### config.mk
export PLATFORM = sky130hd
export DESIGN_NAME = display_test_pattern
export DESIGN_NICKNAME = d
export VERILOG_FILES = /design/src/rtl/display_test_pattern.sv
export SDC_FILE = /design/constraint.sdc
export NUM_CORES = 1
export LEC_CHECK = 0
export CORE_ASPECT_RATIO = 1.1
export CORE_UTILIZATION = 55
export DETAILED_ROUTE_END_ITERATION = 6
export PLACE_DENSITY = 0.82
export SLEW_MARGIN = 20
export SYNTH_ARGS = -nofsm -noshare
export SYNTH_HDL_FRONTEND = slang
export SYNTH_SLANG_ARGS = --single-unit
### constraint.sdc
create_clock -name clk -period 1.9 [get_ports clk]
set_input_delay 0.57 -clock clk [delete_from_list [all_inputs] [get_ports clk]]
set_output_delay 0.57 -clock clk [all_outputs]
set_load 0.01 [all_outputs]
### src/rtl/display_test_pattern.sv
// rtl/display_test_pattern.sv - VGA 640x480@60 colour-bar test pattern; DISPLAY_TEST_SCROLL_EN enables bar scrolling
module display_test_pattern #(
    parameter int CLK_DIV  = 4,
    parameter int H_ACTIVE = 640,
    parameter int H_FP     = 16,
    parameter int H_SYNC   = 96,
    parameter int H_BP     = 48,
    parameter int V_ACTIVE = 480,
    parameter int V_FP     = 10,
    parameter int V_SYNC   = 2,
    parameter int V_BP     = 33
) (
    input  logic       clk,
    input  logic       rst,
    output logic       hs,
    output logic       vs,
    output logic [3:0] r,
    output logic [3:0] g,
    output logic [3:0] b
);

    localparam int H_TOTAL = H_ACTIVE + H_FP + H_SYNC + H_BP;
    localparam int V_TOTAL = V_ACTIVE + V_FP + V_SYNC + V_BP;
    localparam int CNT_MAX = (H_TOTAL > V_TOTAL) ? H_TOTAL : V_TOTAL;
    localparam int CW      = $clog2(CNT_MAX);
    localparam int DW      = (CLK_DIV > 1) ? $clog2(CLK_DIV) : 1;

    localparam logic [DW-1:0] DIV_LAST = DW'(CLK_DIV - 1);
    localparam logic [CW-1:0] H_LAST   = CW'(H_TOTAL - 1);
    localparam logic [CW-1:0] V_LAST   = CW'(V_TOTAL - 1);
    localparam logic [CW-1:0] H_ACT    = CW'(H_ACTIVE);
    localparam logic [CW-1:0] V_ACT    = CW'(V_ACTIVE);
    localparam logic [CW-1:0] H_RIGHT  = CW'(H_ACTIVE - 1);
    localparam logic [CW-1:0] V_BOTTOM = CW'(V_ACTIVE - 1);
    localparam logic [CW-1:0] HS_START = CW'(H_ACTIVE + H_FP);
    localparam logic [CW-1:0] HS_END   = CW'(H_ACTIVE + H_FP + H_SYNC);
    localparam logic [CW-1:0] VS_START = CW'(V_ACTIVE + V_FP);
    localparam logic [CW-1:0] VS_END   = CW'(V_ACTIVE + V_FP + V_SYNC);

    logic [DW-1:0] div_cnt;
    logic [CW-1:0] h_cnt;
    logic [CW-1:0] v_cnt;
    logic          pix_en;
    logic [CW-1:0] x;
    logic [2:0]    bar;
    logic          active;
    logic          border;
    logic          hs_next;
    logic          vs_next;
    logic [11:0]   rgb_next;

    assign pix_en = (div_cnt == DIV_LAST);

`ifdef DISPLAY_TEST_SCROLL_EN
    logic [CW-1:0] offset;
    logic [CW:0]   x_sum;

    // Advance the scroll offset once per frame, on the last pixel of the frame
    always_ff @(posedge clk) begin
        if (rst) begin
            offset <= '0;
        end else if (pix_en && (h_cnt == H_LAST) && (v_cnt == V_LAST)) begin
            offset <= (offset == H_RIGHT) ? '0 : offset + 1'b1;
        end
    end

    // Bar coordinate is the line position shifted by the offset, folded back into the visible width
    always_comb begin
        x_sum = {1'b0, h_cnt} + {1'b0, offset};
        x     = (x_sum >= {1'b0, H_ACT}) ? CW'(x_sum - {1'b0, H_ACT}) : x_sum[CW-1:0];
    end
`else
    // Static pattern: bar coordinate is the line position itself
    always_comb begin
        x = h_cnt;
    end
`endif

    // Decode sync and colour for the pixel the counters currently point at
    always_comb begin
        hs_next  = !((h_cnt >= HS_START) && (h_cnt < HS_END));
        vs_next  = !((v_cnt >= VS_START) && (v_cnt < VS_END));
        active   = (h_cnt < H_ACT) && (v_cnt < V_ACT);
        border   = (h_cnt == '0) || (h_cnt == H_RIGHT) || (v_cnt == '0) || (v_cnt == V_BOTTOM);
        bar      = 3'd0;
        for (int i = 1; i < 8; i++) begin
            if (x >= CW'(i * (H_ACTIVE / 8))) begin
                bar = 3'(i);
            end
        end
        rgb_next = 12'h000;
        if (active) begin
            if (border) begin
                rgb_next = 12'hF00;
            end else begin
                case (bar)
                    3'd0:    rgb_next = 12'hFFF;
                    3'd1:    rgb_next = 12'hFF0;
                    3'd2:    rgb_next = 12'h0FF;
                    3'd3:    rgb_next = 12'h0F0;
                    3'd4:    rgb_next = 12'hF0F;
                    3'd5:    rgb_next = 12'hF00;
                    3'd6:    rgb_next = 12'h00F;
                    default: rgb_next = 12'h000;
                endcase
            end
        end
    end

    // Pixel-rate divider, raster counters and registered outputs, all updated on pix_en
    always_ff @(posedge clk) begin
        if (rst) begin
            div_cnt   <= '0;
            h_cnt     <= '0;
            v_cnt     <= '0;
            hs        <= 1'b1;
            vs        <= 1'b1;
            {r, g, b} <= 12'h000;
        end else begin
            div_cnt <= pix_en ? '0 : div_cnt + 1'b1;
            if (pix_en) begin
                hs        <= hs_next;
                vs        <= vs_next;
                {r, g, b} <= rgb_next;
                if (h_cnt == H_LAST) begin
                    h_cnt <= '0;
                    v_cnt <= (v_cnt == V_LAST) ? '0 : v_cnt + 1'b1;
                end else begin
                    h_cnt <= h_cnt + 1'b1;
                end
            end
        end
    end

endmodule

==> flow_summary.toml, run 1 <==
[run_status]
status = "completed"

[pwr]
power_switching_mw = 0.211
p_comb_share_pct = 7.0
switching_share_pct = 23.5
seqPwrFrac_pct = 64.9
power.total_mw = 0.895
clockPowerShare_pct = 28.1
leakage_nw = 0.703
intPower_mw = 0.685
power_density_nw_per_um2 = 520
peakVddDrop_mv = 0.375

[yosys]
async_flop_share_pct = 0
synth_warnings = 0
synth_flop_cell = "dfxtp_1"
yosysSeqAreaShare_pct = 35.2
synth-edff-count = 0
synth_area_um2 = 1540
syn_nets = 190
synth_area_leader_cell = "dfxtp_1"
synth.distinct_cells = 38
syn_area_per_cell_um2 = 8.45
ys_ff_latch = 27
synth_top_cell_area_share_pct = 35.2
netlist_instances = 182
synthTopCellsByArea = "dfxtp_1, nor2_1, xor2_1"

[min_path]
hold_path.class = "reg2reg"
whs_endpoint = "div_cnt[0]$_SDFF_PP0_"
whs_path_depth = 1
min_from = "div_cnt[0]$_SDFF_PP0_"

[detailed_routing]
vias_per_cell = 5.85
routed_wl_mm = 3.19
drtIter0Drc = 51
ant_nets = 0
firstDrtPassIters = 4
vias = 1298
routedWlPerCell_um = 14.4
drc = 0

[clocking]
clk_latency_ps = 330
root_buffer = "clkbuf_4"
cts_tree = "yes"
hold_buffers = 0
path_clk_slew_ps = 140
cts_sinks = 27
cts_buffer_depth = 2
cts_made_buffers = 3
htree_levels = 1

[sta]
finalWorstSetupSlack_ps = 62.9
finalHoldViolations = 0
setup_viol = 0
finalSetupTns_ps = 0
fmax_mhz = 544
max_slew_margin_pct = 72.1
period_needed_ps = 1840
tightest_slew_ps = 419
post-route-period-util_pct = 96.7
finClkSkew_ps = 4.82
rsz0062_at_grt = "no"
maxSlewViolCount = 0

[floorplan]
rows = 19
die_w_um = 52.4
core_area_um2 = 2570
die-area_um2 = 3010
start_util_pct = 59.9
die_y_um = 57.5
pin_count = 16

[global_routing]
grt_max_degree = 16
antenna_found_initial = 0
grt_first_pass_wirelength_mm = 5.18
grt_usage_pct = 23.0
grt_overflow = 0
grt_pass1_vias = 1195

[placement]
dp_hpwl_mm = 2.32
gp_congestion = 0.895
place_ws_ps = 31.8
place_inst = 218
portBuffers = 15

[finish]
drive_gt1_share_pct = 11.5
layout_common_cells = "nor2_1, dfxtp_1, nand2_1"
final_common_cell = "nor2_1"
fin_nets = 200
stdcell_count = 222
insertedDiodeCount = 0
syn2layout_area_growth_pct = 12.0

[worst_setup_path]
critical_path_required_ps = 1330
startpoint_type = "register"
critPathKind = "reg2out"
cp_top_family = "buffers and inverters"
cp_max_fo = 5
end_kind = "output port"
slowest_stage = "clkdlybuf4s50_1"
ff2ff_path_depth = 5
cp.arrival_ps = 1270
r2r_slack_ps = 150
worst-path-stages = 1
reg2reg_to = "v_cnt[7]$_SDFFE_PP0P_"
path_cells = "clkdlybuf4s50_1"
slowest_delay_ps = 550
cp_num_buf_inv = 1
rr_startpoint = "h_cnt[1]$_SDFFE_PP0P_"

[flow_run]
max_cap_violations = 0
-- worst max path at each step --
| stage | from | endpoint | slack [ps] |
|---|---|---|---|
| 6_report | b[2]$_SDFFE_PP0P_ | b[3] | 60 |
| 4_1_cts | h_cnt[0]$_SDFFE_PP0P_ | v_cnt[7]$_SDFFE_PP0P_ | 20 |
| 3_3_place_gp | rst | r[2]$_SDFFE_PP0P_ | 130 |
| 5_1_grt | b[2]$_SDFFE_PP0P_ | b[0] | 1 |
| 3_5_place_dp | h_cnt[0]$_SDFFE_PP0P_ | v_cnt[7]$_SDFFE_PP0P_ | 30 |
| 2_1_floorplan | h_cnt[0]$_SDFFE_PP0P_ | v_cnt[0]$_SDFFE_PP0P_ | 230 |
-- synth_stat cells (all sizes together), types with 4 or more instances --
library cell / instances
dfxtp: 27
xnor2: 8
nor4: 5
nand2: 14
ha: 6
nand3: 7
nand4: 11
nor2: 26
buf: 16
nor3: 4
inv: 8
a21oi: 6
xor2: 9
-- state kept, by name, indices dropped and copies added, names as in the netlist --
signal	cells
h_cnt	10
v_cnt	10
div_cnt	2
b	1
g	1
hs	1
r	1
vs	1
-- repair_timing --
action                                  in CTS  in global routing
gates resized for setup                      3                  7
endpoints found under the setup margin       7                 13
hold endpoints to repair                     0                  0
buffers inserted                             0                  0
-- routing by layer --
metal  up-vias  global-route usage (%)  part of all wire, %  routed length [um]
li1        639                       -                    -                   -
met5         -                       0                    0                   0
met3         5                    2.93                  3.9                 126
met4         0                    12.4                  1.5                  48
met2        37                    36.5                   50                1600
met1       617                    29.7                   44                1410
-- final cells by class --
cell class	instances	area [um^2]
multi-input cells	128	853
fillers	223	846
flip-flops and latches	27	544
repair buffers	24	228
well taps	31	38.8
inverters	8	30.0
clock buffers	3	22.5
clock inverters	1	5.00
-- kinds of logic after synthesis --
group,count (synthesis),synth area share [%]
adder cells (fa/ha/maj),7,5.53
buffers and inverters,27,10.7
XOR/XNOR,17,9.68
AO/OA/AOI/OAI,18,8.22
flip-flops,27,35.2
AND/OR/NAND/NOR,86,30.7
-- per-stage QoR --
step | instance area (um^2) | hold WS, ps | utilization [%]
6_report | 1720 | 436 | 67.1
5_1_grt | 1720 | 455 | 67.1
4_1_cts | 1690 | 440 | 65.8
3_5_place_dp | 1660 | 421 | 64.6
3_3_place_gp | 1660 | 411 | 64.6
2_1_floorplan | 1540 | 400 | -
-- power groups by stage --
| stage | clock network, mW | logic (mW) | registers (mW) |
|---|---|---|---|
| 2_1_floorplan | 0 | 0.0366 | 0.593 |
| 3_5_place_dp | 0 | 0.0620 | 0.593 |
| 5_1_grt | 0.285 | 0.0686 | 0.582 |
| 4_1_cts | 0.259 | 0.0627 | 0.581 |
| 6_report | 0.252 | 0.0629 | 0.581 |
| 3_3_place_gp | 0 | 0.0594 | 0.592 |
Note: power is estimated with default switching activity, not from simulation.
==> run 2: changes to the inputs <==
--- a/config.mk
+++ b/config.mk
@@ -5,7 +5,7 @@
 export SDC_FILE = /design/constraint.sdc
 export NUM_CORES = 1
 export LEC_CHECK = 0
-export CORE_ASPECT_RATIO = 1.1
+export CAP_MARGIN = 10
 export CORE_UTILIZATION = 55
 export DETAILED_ROUTE_END_ITERATION = 6
 export PLACE_DENSITY = 0.82
==> constraint.sdc (replaced) <==
create_clock -name clk -period 1.9 [get_ports clk]
set_input_delay 0.57 -clock clk [delete_from_list [all_inputs] [get_ports clk]]
set_output_delay 0.57 -clock clk [all_outputs]
set_load 0.05 [all_outputs]
==> run 2 against run 1 <==
Net effect:
- sequential cell count is the same
- fmax grew 5.0%
- critical endpoint is now v_cnt[9]$_SDFFE_PP0P_
- wire length shrank 7.3%
- sequential share of layout area grew 0.99 points
==> flow_summary.toml, run 2 (synthesis results as in run 1) <==
[clocking]
root_buffer = "clkbuf_4"
cts_made_buffers = 3
clk_latency_ps = 310
postCtsSetupBuffers = 0
path_clk_slew_ps = 140
cts_sinks = 27
cts_tree = "yes"
cts_buffer_depth = 2
hold_buffers = 0
htree_levels = 1

[pwr]
intPower_mw = 0.685
p_comb_share_pct = 8.8
power_density_nw_per_um2 = 546
power_switching_mw = 0.220
seqPwrFrac_pct = 64.1
switching_share_pct = 24.3
leakage_nw = 0.649
clockPowerShare_pct = 27.1
peakVddDrop_mv = 0.433

[global_routing]
grt_usage_pct = 23.2
grt_max_degree = 15
grt_overflow = 0
grt_pass1_vias = 1122
antenna_found_initial = 0
grt_first_pass_wirelength_mm = 4.99

[finish]
design_area_um2 = 1660
fillCellCount = 223
multi_input_area_um2 = 841
regArea_um2 = 541
syn2layout_area_growth_pct = 7.81
top_regs = "h_cnt (10), v_cnt (10), div_cnt (2)"
final_common_cell = "dfxtp_1"
fin_nets = 200
layout_common_cells = "dfxtp_1, nor2_1, buf_4"
stdcell_count = 221
fin_util_pct = 64.6
insertedDiodeCount = 0
drive_gt1_share_pct = 15.7

[detailed_routing]
drtIter0Drc = 33
vias = 1273
ant_nets = 0
vias_per_cell = 5.76
drc = 0
routed_wl_mm = 2.96
firstDrtPassIters = 4
routedWlPerCell_um = 13.4

[floorplan]
die-area_um2 = 3010
die_y_um = 54.9
start_util_pct = 59.9
pin_count = 16
rows = 18
die_w_um = 54.9
core_area_um2 = 2570

[sta]
finClkSkew_ps = 1.74
finalHoldViolations = 0
tightest_slew_ps = 433
holdWs_ps = 451
fmax_mhz = 571
finalSetupTns_ps = 0
max_slew_margin_pct = 70.9
maxSlewViolCount = 0
post-route-period-util_pct = 92.1
rsz0062_at_grt = "no"
period_needed_ps = 1750
setup_viol = 0

[worst_setup_path]
cp.arrival_ps = 1960
critical_path_required_ps = 2110
end_kind = "register"
cp_max_fo = 8
startpoint_type = "register"
critPathKind = "reg2reg"
r2r_slack_ps = 150

[placement]
gp_congestion = 0.895
place_inst = 217
dp_hpwl_mm = 2.25
placed_area_um2 = 1620
portBuffers = 15

[min_path]
hold_path.class = "reg2reg"

[run_status]
status = "completed"

[flow_run]
max_cap_violations = 0
## run 2: area by class of cell
type | count | area share, %
Inverter | 8 | 1.81
Tap cell | 30 | 2.26
Multi-Input combinational cell | 128 | 50.7
Timing Repair Buffer | 24 | 11.0
Clock buffer | 4 | 1.58
Sequential cell | 27 | 32.6
## run 2: repair_timing
| action | in CTS | in global routing |
|---|---|---|
| hold endpoints to repair | 0 | 0 |
| endpoints found under the setup margin | 0 | 9 |
| resized for setup | 0 | 1 |
## run 2: through the flow
stage                     total power [mW]  setup slack [ps]
final                                0.905               150
after CTS                            0.911              37.0
after floorplan                      0.649               225
after global routing                 0.941              55.9
after global placement               0.668               143
after detailed placement             0.672              54.5
## run 2: worst paths after layout
kind / from / to / cells after the start
setup / recovery: h_cnt[0]$_SDFFE_PP0P_ / v_cnt[9]$_SDFFE_PP0P_ / 6
hold / removal: div_cnt[0]$_SDFF_PP0_ / div_cnt[0]$_SDFF_PP0_ / 1
hold reg to reg: div_cnt[0]$_SDFF_PP0_ / div_cnt[0]$_SDFF_PP0_ / 1
setup reg to reg: h_cnt[0]$_SDFFE_PP0P_ / v_cnt[9]$_SDFFE_PP0P_ / 6
## run 2: worst max-delay path: stages, from the launching register on
cell and delay [ps]:
dfxtp_1 360, ha_1 190, and4_2 300, nand4_4 180
nor4_1 400, xnor2_1 170, nor2_1 50
## run 2: power groups by stage
| stage | clock (mW) | combinational, mW | sequential, mW |
|---|---|---|---|
| after floorplan | 0 | 0.0511 | 0.598 |
| after global placement | 0 | 0.0762 | 0.592 |
| after detailed placement | 0 | 0.0787 | 0.593 |
| after CTS | 0.251 | 0.0793 | 0.581 |
| after global routing | 0.270 | 0.0892 | 0.582 |
| final | 0.245 | 0.0795 | 0.580 |
## run 2: layer usage
| metal | track usage [%] | vias up | wire length [um] |
|---|---|---|---|
| met1 | 32.6 | 591 | 1410 |
| met4 | 5.56 | 0 | 10 |
| li1 | - | 645 | - |
| met2 | 36.9 | 35 | 1380 |
| met5 | 0 | - | 0 |
| met3 | 3.06 | 2 | 155 |
==> run 3: changes to the inputs <==
--- a/config.mk
+++ b/config.mk
@@ -9,6 +9,7 @@
 export CORE_UTILIZATION = 55
 export DETAILED_ROUTE_END_ITERATION = 6
 export PLACE_DENSITY = 0.82
+export SKIP_CTS_REPAIR_TIMING = 1
 export SLEW_MARGIN = 20
 export SYNTH_ARGS = -nofsm -noshare
 export SYNTH_HDL_FRONTEND = slang
==> results of run 3 <==
Final layout, timing and power as in run 2 (identical DEF).
